### src/rtl/gb_cpu_decoder.sv
// SM83 instruction decoder: classifies opcode / CB-prefixed opcode / interrupt dispatch
// into an execution schedule (class, M-cycle counts, condition, operand fields), registered.
module gb_cpu_decoder (
  input  logic        clk,
  input  logic        rst_n,
  input  logic [7:0]  opcode,
  input  logic        cb_prefix,
  input  logic        isr_cmd,
  output logic [23:0] schedule
);

  typedef struct packed {
    logic [5:0] op_class;
    logic [3:0] m_cycles;
    logic [3:0] m_cycles_nt;
    logic       cond_en;
    logic [1:0] cond;
    logic [2:0] reg_a;
    logic [2:0] reg_b;
    logic       hl_mem;
  } schedule_t;

  localparam logic [5:0] C_NOP         = 6'd0;
  localparam logic [5:0] C_JP_HL       = 6'd1;
  localparam logic [5:0] C_JP          = 6'd2;
  localparam logic [5:0] C_JP_CC       = 6'd3;
  localparam logic [5:0] C_JR          = 6'd4;
  localparam logic [5:0] C_JR_CC       = 6'd5;
  localparam logic [5:0] C_CALL        = 6'd6;
  localparam logic [5:0] C_CALL_CC     = 6'd7;
  localparam logic [5:0] C_RET         = 6'd8;
  localparam logic [5:0] C_RET_CC      = 6'd9;
  localparam logic [5:0] C_RETI        = 6'd10;
  localparam logic [5:0] C_RST         = 6'd11;
  localparam logic [5:0] C_ISR         = 6'd12;
  localparam logic [5:0] C_HALT        = 6'd13;
  localparam logic [5:0] C_STOP        = 6'd14;
  localparam logic [5:0] C_DI          = 6'd15;
  localparam logic [5:0] C_EI          = 6'd16;
  localparam logic [5:0] C_PREFIX      = 6'd17;
  localparam logic [5:0] C_ROT_A       = 6'd18;
  localparam logic [5:0] C_LD_R_R      = 6'd19;
  localparam logic [5:0] C_LD_R_HLM    = 6'd20;
  localparam logic [5:0] C_LD_HLM_R    = 6'd21;
  localparam logic [5:0] C_LD_R_N      = 6'd22;
  localparam logic [5:0] C_LD_HLM_N    = 6'd23;
  localparam logic [5:0] C_LD_RR_NN    = 6'd24;
  localparam logic [5:0] C_LD_A_RRM    = 6'd25;
  localparam logic [5:0] C_LD_RRM_A    = 6'd26;
  localparam logic [5:0] C_LDH_N_A     = 6'd27;
  localparam logic [5:0] C_LDH_A_N     = 6'd28;
  localparam logic [5:0] C_LDH_C_A     = 6'd29;
  localparam logic [5:0] C_LDH_A_C     = 6'd30;
  localparam logic [5:0] C_LD_NN_A     = 6'd31;
  localparam logic [5:0] C_LD_A_NN     = 6'd32;
  localparam logic [5:0] C_LD_NN_SP    = 6'd33;
  localparam logic [5:0] C_PUSH        = 6'd34;
  localparam logic [5:0] C_POP         = 6'd35;
  localparam logic [5:0] C_LD_HL_SPE   = 6'd36;
  localparam logic [5:0] C_LD_SP_HL    = 6'd37;
  localparam logic [5:0] C_ADD_SP_E    = 6'd38;
  localparam logic [5:0] C_ALU_R       = 6'd39;
  localparam logic [5:0] C_ALU_HLM     = 6'd40;
  localparam logic [5:0] C_ALU_N       = 6'd41;
  localparam logic [5:0] C_INC_DEC_R   = 6'd42;
  localparam logic [5:0] C_INC_DEC_HLM = 6'd43;
  localparam logic [5:0] C_INC_DEC_RR  = 6'd44;
  localparam logic [5:0] C_ADD_HL_RR   = 6'd45;
  localparam logic [5:0] C_CB_R        = 6'd46;
  localparam logic [5:0] C_CB_HLM      = 6'd47;
  localparam logic [5:0] C_BIT_HLM     = 6'd48;
  localparam logic [5:0] C_MISC_ACC    = 6'd49;
  localparam logic [5:0] C_ILLEGAL     = 6'd63;

  logic [1:0] x;
  logic [2:0] y;
  logic [2:0] z;
  logic       q;
  assign x = opcode[7:6];
  assign y = opcode[5:3];
  assign z = opcode[2:0];
  assign q = opcode[3];

  logic [5:0] cls;
  logic [3:0] mc;
  logic [3:0] mc_nt;
  logic       cc_en;
  logic       hl;
  schedule_t  sched_next;
  schedule_t  sched_reg;

  // Opcode map walked by x/y/z octal fields, the usual SM83 decoding structure.
  always_comb begin
    cls = C_NOP;
    if (isr_cmd) begin
      cls = C_ISR;
    end else if (cb_prefix) begin
      if (z == 3'd6) cls = (x == 2'd1) ? C_BIT_HLM : C_CB_HLM;
      else           cls = C_CB_R;
    end else begin
      case (x)
        2'd0: begin
          case (z)
            3'd0: begin
              case (y)
                3'd0:    cls = C_NOP;
                3'd1:    cls = C_LD_NN_SP;
                3'd2:    cls = C_STOP;
                3'd3:    cls = C_JR;
                default: cls = C_JR_CC;
              endcase
            end
            3'd1: cls = q ? C_ADD_HL_RR : C_LD_RR_NN;
            3'd2: cls = q ? C_LD_A_RRM : C_LD_RRM_A;
            3'd3: cls = C_INC_DEC_RR;
            3'd4, 3'd5: cls = (y == 3'd6) ? C_INC_DEC_HLM : C_INC_DEC_R;
            3'd6: cls = (y == 3'd6) ? C_LD_HLM_N : C_LD_R_N;
            default: cls = y[2] ? C_MISC_ACC : C_ROT_A;
          endcase
        end
        2'd1: begin
          if (opcode == 8'h76)  cls = C_HALT;
          else if (z == 3'd6)   cls = C_LD_R_HLM;
          else if (y == 3'd6)   cls = C_LD_HLM_R;
          else                  cls = C_LD_R_R;
        end
        2'd2: cls = (z == 3'd6) ? C_ALU_HLM : C_ALU_R;
        default: begin
          case (z)
            3'd0: begin
              case (y)
                3'd4:    cls = C_LDH_N_A;
                3'd5:    cls = C_ADD_SP_E;
                3'd6:    cls = C_LDH_A_N;
                3'd7:    cls = C_LD_HL_SPE;
                default: cls = C_RET_CC;
              endcase
            end
            3'd1: begin
              case (y)
                3'd1:    cls = C_RET;
                3'd3:    cls = C_RETI;
                3'd5:    cls = C_JP_HL;
                3'd7:    cls = C_LD_SP_HL;
                default: cls = C_POP;
              endcase
            end
            3'd2: begin
              case (y)
                3'd4:    cls = C_LDH_C_A;
                3'd5:    cls = C_LD_NN_A;
                3'd6:    cls = C_LDH_A_C;
                3'd7:    cls = C_LD_A_NN;
                default: cls = C_JP_CC;
              endcase
            end
            3'd3: begin
              case (y)
                3'd0:    cls = C_JP;
                3'd1:    cls = C_PREFIX;
                3'd6:    cls = C_DI;
                3'd7:    cls = C_EI;
                default: cls = C_ILLEGAL;
              endcase
            end
            3'd4: cls = y[2] ? C_ILLEGAL : C_CALL_CC;
            3'd5: begin
              case (y)
                3'd1:              cls = C_CALL;
                3'd3, 3'd5, 3'd7:  cls = C_ILLEGAL;
                default:           cls = C_PUSH;
              endcase
            end
            3'd6: cls = C_ALU_N;
            default: cls = C_RST;
          endcase
        end
      endcase
    end
  end

  // Per-class timing; mc_nt only differs from mc for the conditional branches.
  always_comb begin
    mc    = 4'd1;
    cc_en = 1'b0;
    case (cls)
      C_JP, C_RET, C_RETI, C_RST, C_LD_NN_A, C_LD_A_NN,
      C_PUSH, C_ADD_SP_E, C_CB_HLM, C_JP_CC:                  mc = 4'd4;
      C_JR, C_LD_HLM_N, C_LD_RR_NN, C_LDH_N_A, C_LDH_A_N,
      C_POP, C_LD_HL_SPE, C_INC_DEC_HLM, C_BIT_HLM, C_JR_CC:  mc = 4'd3;
      C_CALL, C_CALL_CC:                                      mc = 4'd6;
      C_ISR, C_LD_NN_SP, C_RET_CC:                            mc = 4'd5;
      C_LD_R_HLM, C_LD_HLM_R, C_LD_R_N, C_LD_A_RRM, C_LD_RRM_A,
      C_LDH_C_A, C_LDH_A_C, C_LD_SP_HL, C_ALU_HLM, C_ALU_N,
      C_INC_DEC_RR, C_ADD_HL_RR, C_CB_R:                      mc = 4'd2;
      default:                                                mc = 4'd1;
    endcase
    mc_nt = mc;
    case (cls)
      C_JP_CC, C_CALL_CC: begin cc_en = 1'b1; mc_nt = 4'd3; end
      C_JR_CC, C_RET_CC:  begin cc_en = 1'b1; mc_nt = 4'd2; end
      default: ;
    endcase
  end

  always_comb begin
    case (cls)
      C_LD_R_HLM, C_LD_HLM_R, C_LD_HLM_N, C_ALU_HLM,
      C_INC_DEC_HLM, C_CB_HLM, C_BIT_HLM: hl = 1'b1;
      default:                            hl = 1'b0;
    endcase
  end

  always_comb begin
    sched_next.op_class    = cls;
    sched_next.m_cycles    = mc;
    sched_next.m_cycles_nt = mc_nt;
    sched_next.cond_en     = cc_en;
    sched_next.cond        = cc_en ? opcode[4:3] : 2'd0;
    sched_next.reg_a       = isr_cmd ? 3'd0 : opcode[5:3];
    sched_next.reg_b       = isr_cmd ? 3'd0 : opcode[2:0];
    sched_next.hl_mem      = hl;
  end

  always_ff @(posedge clk or negedge rst_n) begin
    if (!rst_n) sched_reg <= '0;
    else        sched_reg <= sched_next;
  end

  assign schedule = sched_reg;

endmodule

### config.mk
export PLATFORM = sky130hd
export DESIGN_NAME = gb_cpu_decoder
export DESIGN_NICKNAME = d
export VERILOG_FILES = /design/src/rtl/gb_cpu_decoder.sv
export SDC_FILE = /design/constraint.sdc
export NUM_CORES = 1
export LEC_CHECK = 0
export CAP_MARGIN = 20
export CELL_PAD_IN_SITES_DETAIL_PLACEMENT = 1
export CELL_PAD_IN_SITES_GLOBAL_PLACEMENT = 2
export CORE_MARGIN = 3
export CORE_UTILIZATION = 36
export CTS_BUF_LIST = sky130_fd_sc_hd__clkbuf_4
export CTS_CLUSTER_DIAMETER = 120
export DETAILED_ROUTE_END_ITERATION = 6
export PLACE_DENSITY = 0.95
export SLEW_MARGIN = 20
export SYNTH_ARGS = -nofsm -noshare
export SYNTH_HDL_FRONTEND = slang
export SYNTH_SLANG_ARGS = --single-unit
### constraint.sdc
create_clock -name clk -period 1 [get_ports clk]
set_input_delay 0.15 -clock clk [delete_from_list [all_inputs] [get_ports clk]]
set_output_delay 0.15 -clock clk [all_outputs]
set_load 0.005 [all_outputs]
======== Word-level counts from Yosys, hierarchy flattened ========
Memory sizes are Yosys's and may differ from the RTL's.
Cells that the tools add are included.
storage, ports and cells
  bits in registers ....................... 24
  bits in latches ......................... 0
  RAM bits ................................ 0
  bits in read-only memories .............. 192
  bits of input ports ..................... 12
  memories kept ........................... 1
cells by class
  add/sub/neg operators ................... 0
  multipliers ............................. 0
  divide/modulo/power cells ............... 0
  $lt $le $gt $ge ......................... 0
  equal/unequal tests ..................... 27
  shifts and indexed selects .............. 0
  multiplexer cells ....................... 29
  bitwise gates (word level) .............. 0
  reductions and logical operators ........ 9
memory list
  name             depth  width  rd ports  clocked after Yosys merged registers in  write ports  line  RTL
  (no name shown)  64     3      1         0                                        0            186   case (cls)
operator list
  operator                                              number
  case mux 6 bit (4 select lines)                       5
  case mux 6 bit (7 select lines)                       1
  case mux 6 bit (6 select lines)                       1
  2-to-1 mux 6 bit                                      5
  equality test 6 bit (second input constant)           4
  equality test 3 bit (second input constant)           7
  equality test 6 x 5 -> 1 bit (second input constant)  3
  case mux 6 bit (3 select lines)                       1
  2-to-1 mux 5 bit                                      3
  equality test 3 x 2 -> 1 bit (second input constant)  4
  equality test 6 x 3 -> 1 bit (second input constant)  2
  2-to-1 mux 3 bit                                      4
  case mux 6 bit (2 select lines)                       1
  equality test 8 x 7 -> 1 bit (second input constant)  1
  case mux 4 bit (2 select lines)                       1
  OR reduction 7 bit                                    1
  equality test 3 x 1 -> 1 bit (second input constant)  2
  equality test 6 x 2 -> 1 bit (second input constant)  1
  equality test 6 x 4 -> 1 bit (second input constant)  1
  zero test 3 bit                                       2
  OR reduction 2 bit                                    3
  2-to-1 mux 1 bit                                      4
  2-to-1 mux 2 bit                                      2
  2-to-1 mux 4 bit                                      1
  other kinds (5)                                       5

======== Logic depth before layout (Yosys ltp) ========
  depth after elaboration ................. 11
  mapped depth ............................ 16
  mapped depth without buffers ............ 15

======== Worst setup path after synthesis ========
No wires, ideal clock.
  path type ............................... input-to-reg
  start ................................... input port opcode[4]
  end ..................................... register sched_reg (netlist bit schedule[10])
  library setup time ...................... 134 ps
  arrival time ............................ 2631 ps
  data required time ...................... 866 ps
  path slack .............................. -1765 ps
  stages on the path ...................... 15
  path buffers ............................ 1
  path through ............................ buf_2 > inv_1 > ha_1 > nor2_1 > a211oi_1 > o41ai_1 > o21ai_0 > o31ai_1 > nand2b_1 > inv_1 > ha_1 > nand2_1 > or3_1 > a311oi_4 > o31ai_1
between the ends
  cells in the longest elaborated chain, start to end .. 10
RTL lines
  element                                                                           line           RTL
  start: declaration                                                                6              input logic [7:0] opcode,
  equality test 3 x 2 -> 1 bit, or another cell as far along                        105, 140, 168
  OR reduction 3 bit                                                                168            case (y)
  case mux 6 bit (2 select lines)                                                   168
  case mux 6 bit (7 select lines)                                                   129            case (z)
  case mux 6 bit (3 select lines) (*)                                               101            case (x)
  2-to-1 mux 6 bit (*)                                                              97             end else if (cb_prefix) begin
  2-to-1 mux 6 bit (*)                                                              95             if (isr_cmd) begin
  net cls[0]                                                                        84             logic [5:0] cls;
  parallel branches: the longest is 2 deep, another holds memory read (64 x 3 bit)  n/a
  case mux 4 bit (2 select lines) (*)                                               199            case (cls)
  net mc_nt[0]                                                                      86             logic [3:0] mc_nt;
  end signal: assignment                                                            227            else sched_reg <= sched_next;
  end: declaration                                                                  90             schedule_t sched_reg;
Mark *: on every way through the listed nets, which the timed path passes.

======== Final worst setup path ========
  start ................................... input port opcode[4]
  end ..................................... register sched_reg (netlist bit schedule[10])
between the ends
  cells in the longest elaborated chain, start to end .. 10
RTL lines
  element                                                                                  line
  parallel branches: the longest is 4 deep, another holds case mux 6 bit (7 select lines)  n/a
  case mux 6 bit (3 select lines) (*)                                                      101
  2-to-1 mux 6 bit (*)                                                                     97
  2-to-1 mux 6 bit (*)                                                                     95
  net cls[1]                                                                               84
  parallel branches: the longest is 2 deep, another holds memory read (64 x 3 bit)         n/a
  case mux 4 bit (2 select lines) (*)                                                      199
  net mc_nt[0]                                                                             86
Marks and branches as above.

==> results.json <==
{
  "hpwl_um": 7299,
  "synth_top_cell_by_area": "dfrtp_1",
  "cp.required_ps": 1190,
  "tightest_slew_ps": 610.6,
  "synth_top_family_by_area": "compound AO/OA/AOI/OAI gates",
  "cts_tree": "yes",
  "synth_top_area_share_pct": 25.06,
  "worstSetupPathType": "in2reg",
  "cp_max_fo": 6,
  "async_flop_share_pct": 100.0,
  "crit_path_end": "schedule[10]",
  "drtPass1Iterations": 5,
  "root_buffer": "clkbuf_4",
  "worst_slack_ps": -2232,
  "ir_drop_uv": 1047,
  "max_slew_margin_pct": 59.02,
  "synth_fa_ha_area_share_pct": 6.834,
  "worstSetupEndpointType": "register",
  "arrival_ps": 3430,
  "multiInputGateArea_um2": 1929,
  "die_w_um": 84.12,
  "htreeDepth": 1,
  "register_area_um2": 550.5,
  "timing.final.crit_share_pct": 323.2,
  "synthXorXnorAreaFrac_pct": 1.595,
  "dr_total_vias": 3397,
  "ant_nets": 0,
  "wire_per_inst_um": 33.51,
  "powerDensity_nw_per_um2": 845.9,
  "synth.area.mux_share_pct": 0.4556,
  "die_area_um2": 7076,
  "grt_pass1_vias": 3246,
  "cts_hold_buf": 0,
  "worst_hold_path_type": "in2async",
  "syn_inst": 252,
  "max_freq_mhz": 309.4,
  "num_antenna_cells": 0,
  "grt_pass1_wl_um": 19620,
  "final_nets": 444,
  "clk_pin_slew_worst_paths_ps": 140,
  "slew_viol_final": 0,
  "grt_max_degree": 23,
  "status": "finished, violations left",
  "wl_um": 16450,
  "ios": 36,
  "period_minus_slack_ps": 3232,
  "rsz0062_at_grt": "true",
  "drt-initial-drc-count": 516,
  "setup-tns-final_ps": -27510,
  "mostFrequentLayoutCell": "buf_4",
  "start_util_pct": 38.48,
  "cts_buffers": 3,
  "cp-start-kind": "primary input",
  "netlist_area_um2": 2197,
  "cts_buffer_depth": 2,
  "dieHeight_um": 84.12,
  "ys_seq_elements": 22,
  "antenna_found_initial": 0,
  "violations": "setup timing",
  "yosysWarnings": 0,
  "synth-compound-area-share_pct": 32.18,
  "most-common-layout-cells": "buf_4 (120), buf_2 (26), dfrtp_1 (22)",
  "overflow": 0,
  "yosys.cell_types.count": 72,
  "largest_register_ffs": 22,
  "critPathLaunch": "opcode[4]",
  "remaining_drc_errors": 0,
  "fillers": 586,
  "vias_per_cell": 6.919,
  "drv_cap": 0,
  "avgSynthCellArea_um2": 8.719,
  "drive_gt1_share_pct": 62.53,
  "setup_violations": 24,
  "coreArea_um2": 5709,
  "areaGrowthSynthToFinish_pct": 89.24,
  "row_count": 27,
  "ys.flop_type": "dfrtp_1",
  "grt_usage_pct": 35.76,
  "synth_edf_count": 0,
  "yosysSeqAreaShare_pct": 25.06,
  "cts_sinks": 22,
  "place.gp.congestion": 0.9524,
  "synth_area_leaders": "dfrtp_1 (25%), ha_1 (6.8%), nor2b_1 (3.1%)",
  "final_hold_viol_count": 0,
  "whs_ps": 157.8,
  "numPortBuffers": 33,
  "synthSimpleGateAreaFrac_pct": 25.91,
  "leakage_nw": 1.857
}
kinds of logic after synthesis:
group           count (synthesis)
simple gates                   95
buf+inv                        32
other cells                     1
compound gates                 85
xor+xnor                        4
mux                             1
fa+ha+maj                      12
flops                          22
report_power, final:
part           total, mW  switching, mW  internal [mW]
combinational       2.10           1.15          0.948
clock              0.437          0.291          0.146
sequential         0.982         0.0267          0.956
total               3.52           1.47           2.05
per-stage QoR:
step	area (um2)	power (mW)	cells	utilization [%]	setup slack (ps)
6_report	4158	3.517	491	72.82	-2232
5_1_grt	4158	3.591	491	72.82	-2273
4_1_cts	3717	2.916	463	65.11	-1526
3_5_place_dp	3397	2.381	438	59.50	-2555
3_3_place_gp	3397	2.295	438	59.50	-2303
2_1_floorplan	2380	1.661	253	-	-1623
critical path: stages:
cell      delay, ps
buf_8            90
buf_12          130
buf_12          100
nor2_4           50
buf_4           140
buf_6           120
a311oi_1        560
o221ai_2        200
o211ai_1        230
a21o_2          260
inv_1           120
ha_4            200
inv_4            70
buf_4           130
o211ai_1        140
a31oi_1         340
o211a_1         290
o31ai_2         100
cell usage after synthesis (3+ instances only):
cell	instances
a21oi_1	9
nor2_1	13
a31oi_1	7
nor2b_1	11
o211ai_1	5
a211oi_2	3
o21ai_1	7
buf_2	7
nor3_1	8
and2_1	6
or2_2	3
inv_1	11
nand2b_1	7
buf_4	7
nand2_1	13
a311oi_1	5
ha_1	12
o31ai_1	6
clkbuf_1	3
and3b_1	4
nor3b_1	4
dfrtp_1	22
o21ai_0	7
nand3_1	4
or3_1	4
how the worst min path moves through the flow:
| stage | startpoint | end | slack (ps) |
|---|---|---|---|
| floorplan | rst_n | schedule[0] | -150 |
| global placement | rst_n | schedule[4] | 500 |
| detailed placement | rst_n | schedule[10] | 540 |
| CTS | rst_n | schedule[0] | 200 |
| global route | rst_n | schedule[9] | 170 |
| finish | rst_n | schedule[0] | 160 |
what timing repair did:
action,CTS,global route
endpoints found under the setup margin,41,36
gates cloned,1,0
pin swaps,38,37
resized for setup,168,55
setup buffers,21,29
per-layer routing:
metal  part of all wire, %  global-route usage (%)  wire length [um]
met3                    12                   4.837              1945
met1                    35                   43.31              5714
met4                   9.8                   16.96              1615
met5                     0                       0                 0
met2                    44                   62.12              7177
final cells by class:
class	instances	area share (%)
Timing Repair Buffer	182	35.87
Multi-Input combinational cell	199	46.40
Clock buffer	3	0.5417
Clock inverter	1	0.09028
Inverter	12	1.685
Tap cell	72	2.167
Sequential cell	22	13.24
Power figures use the tool's default switching activity.
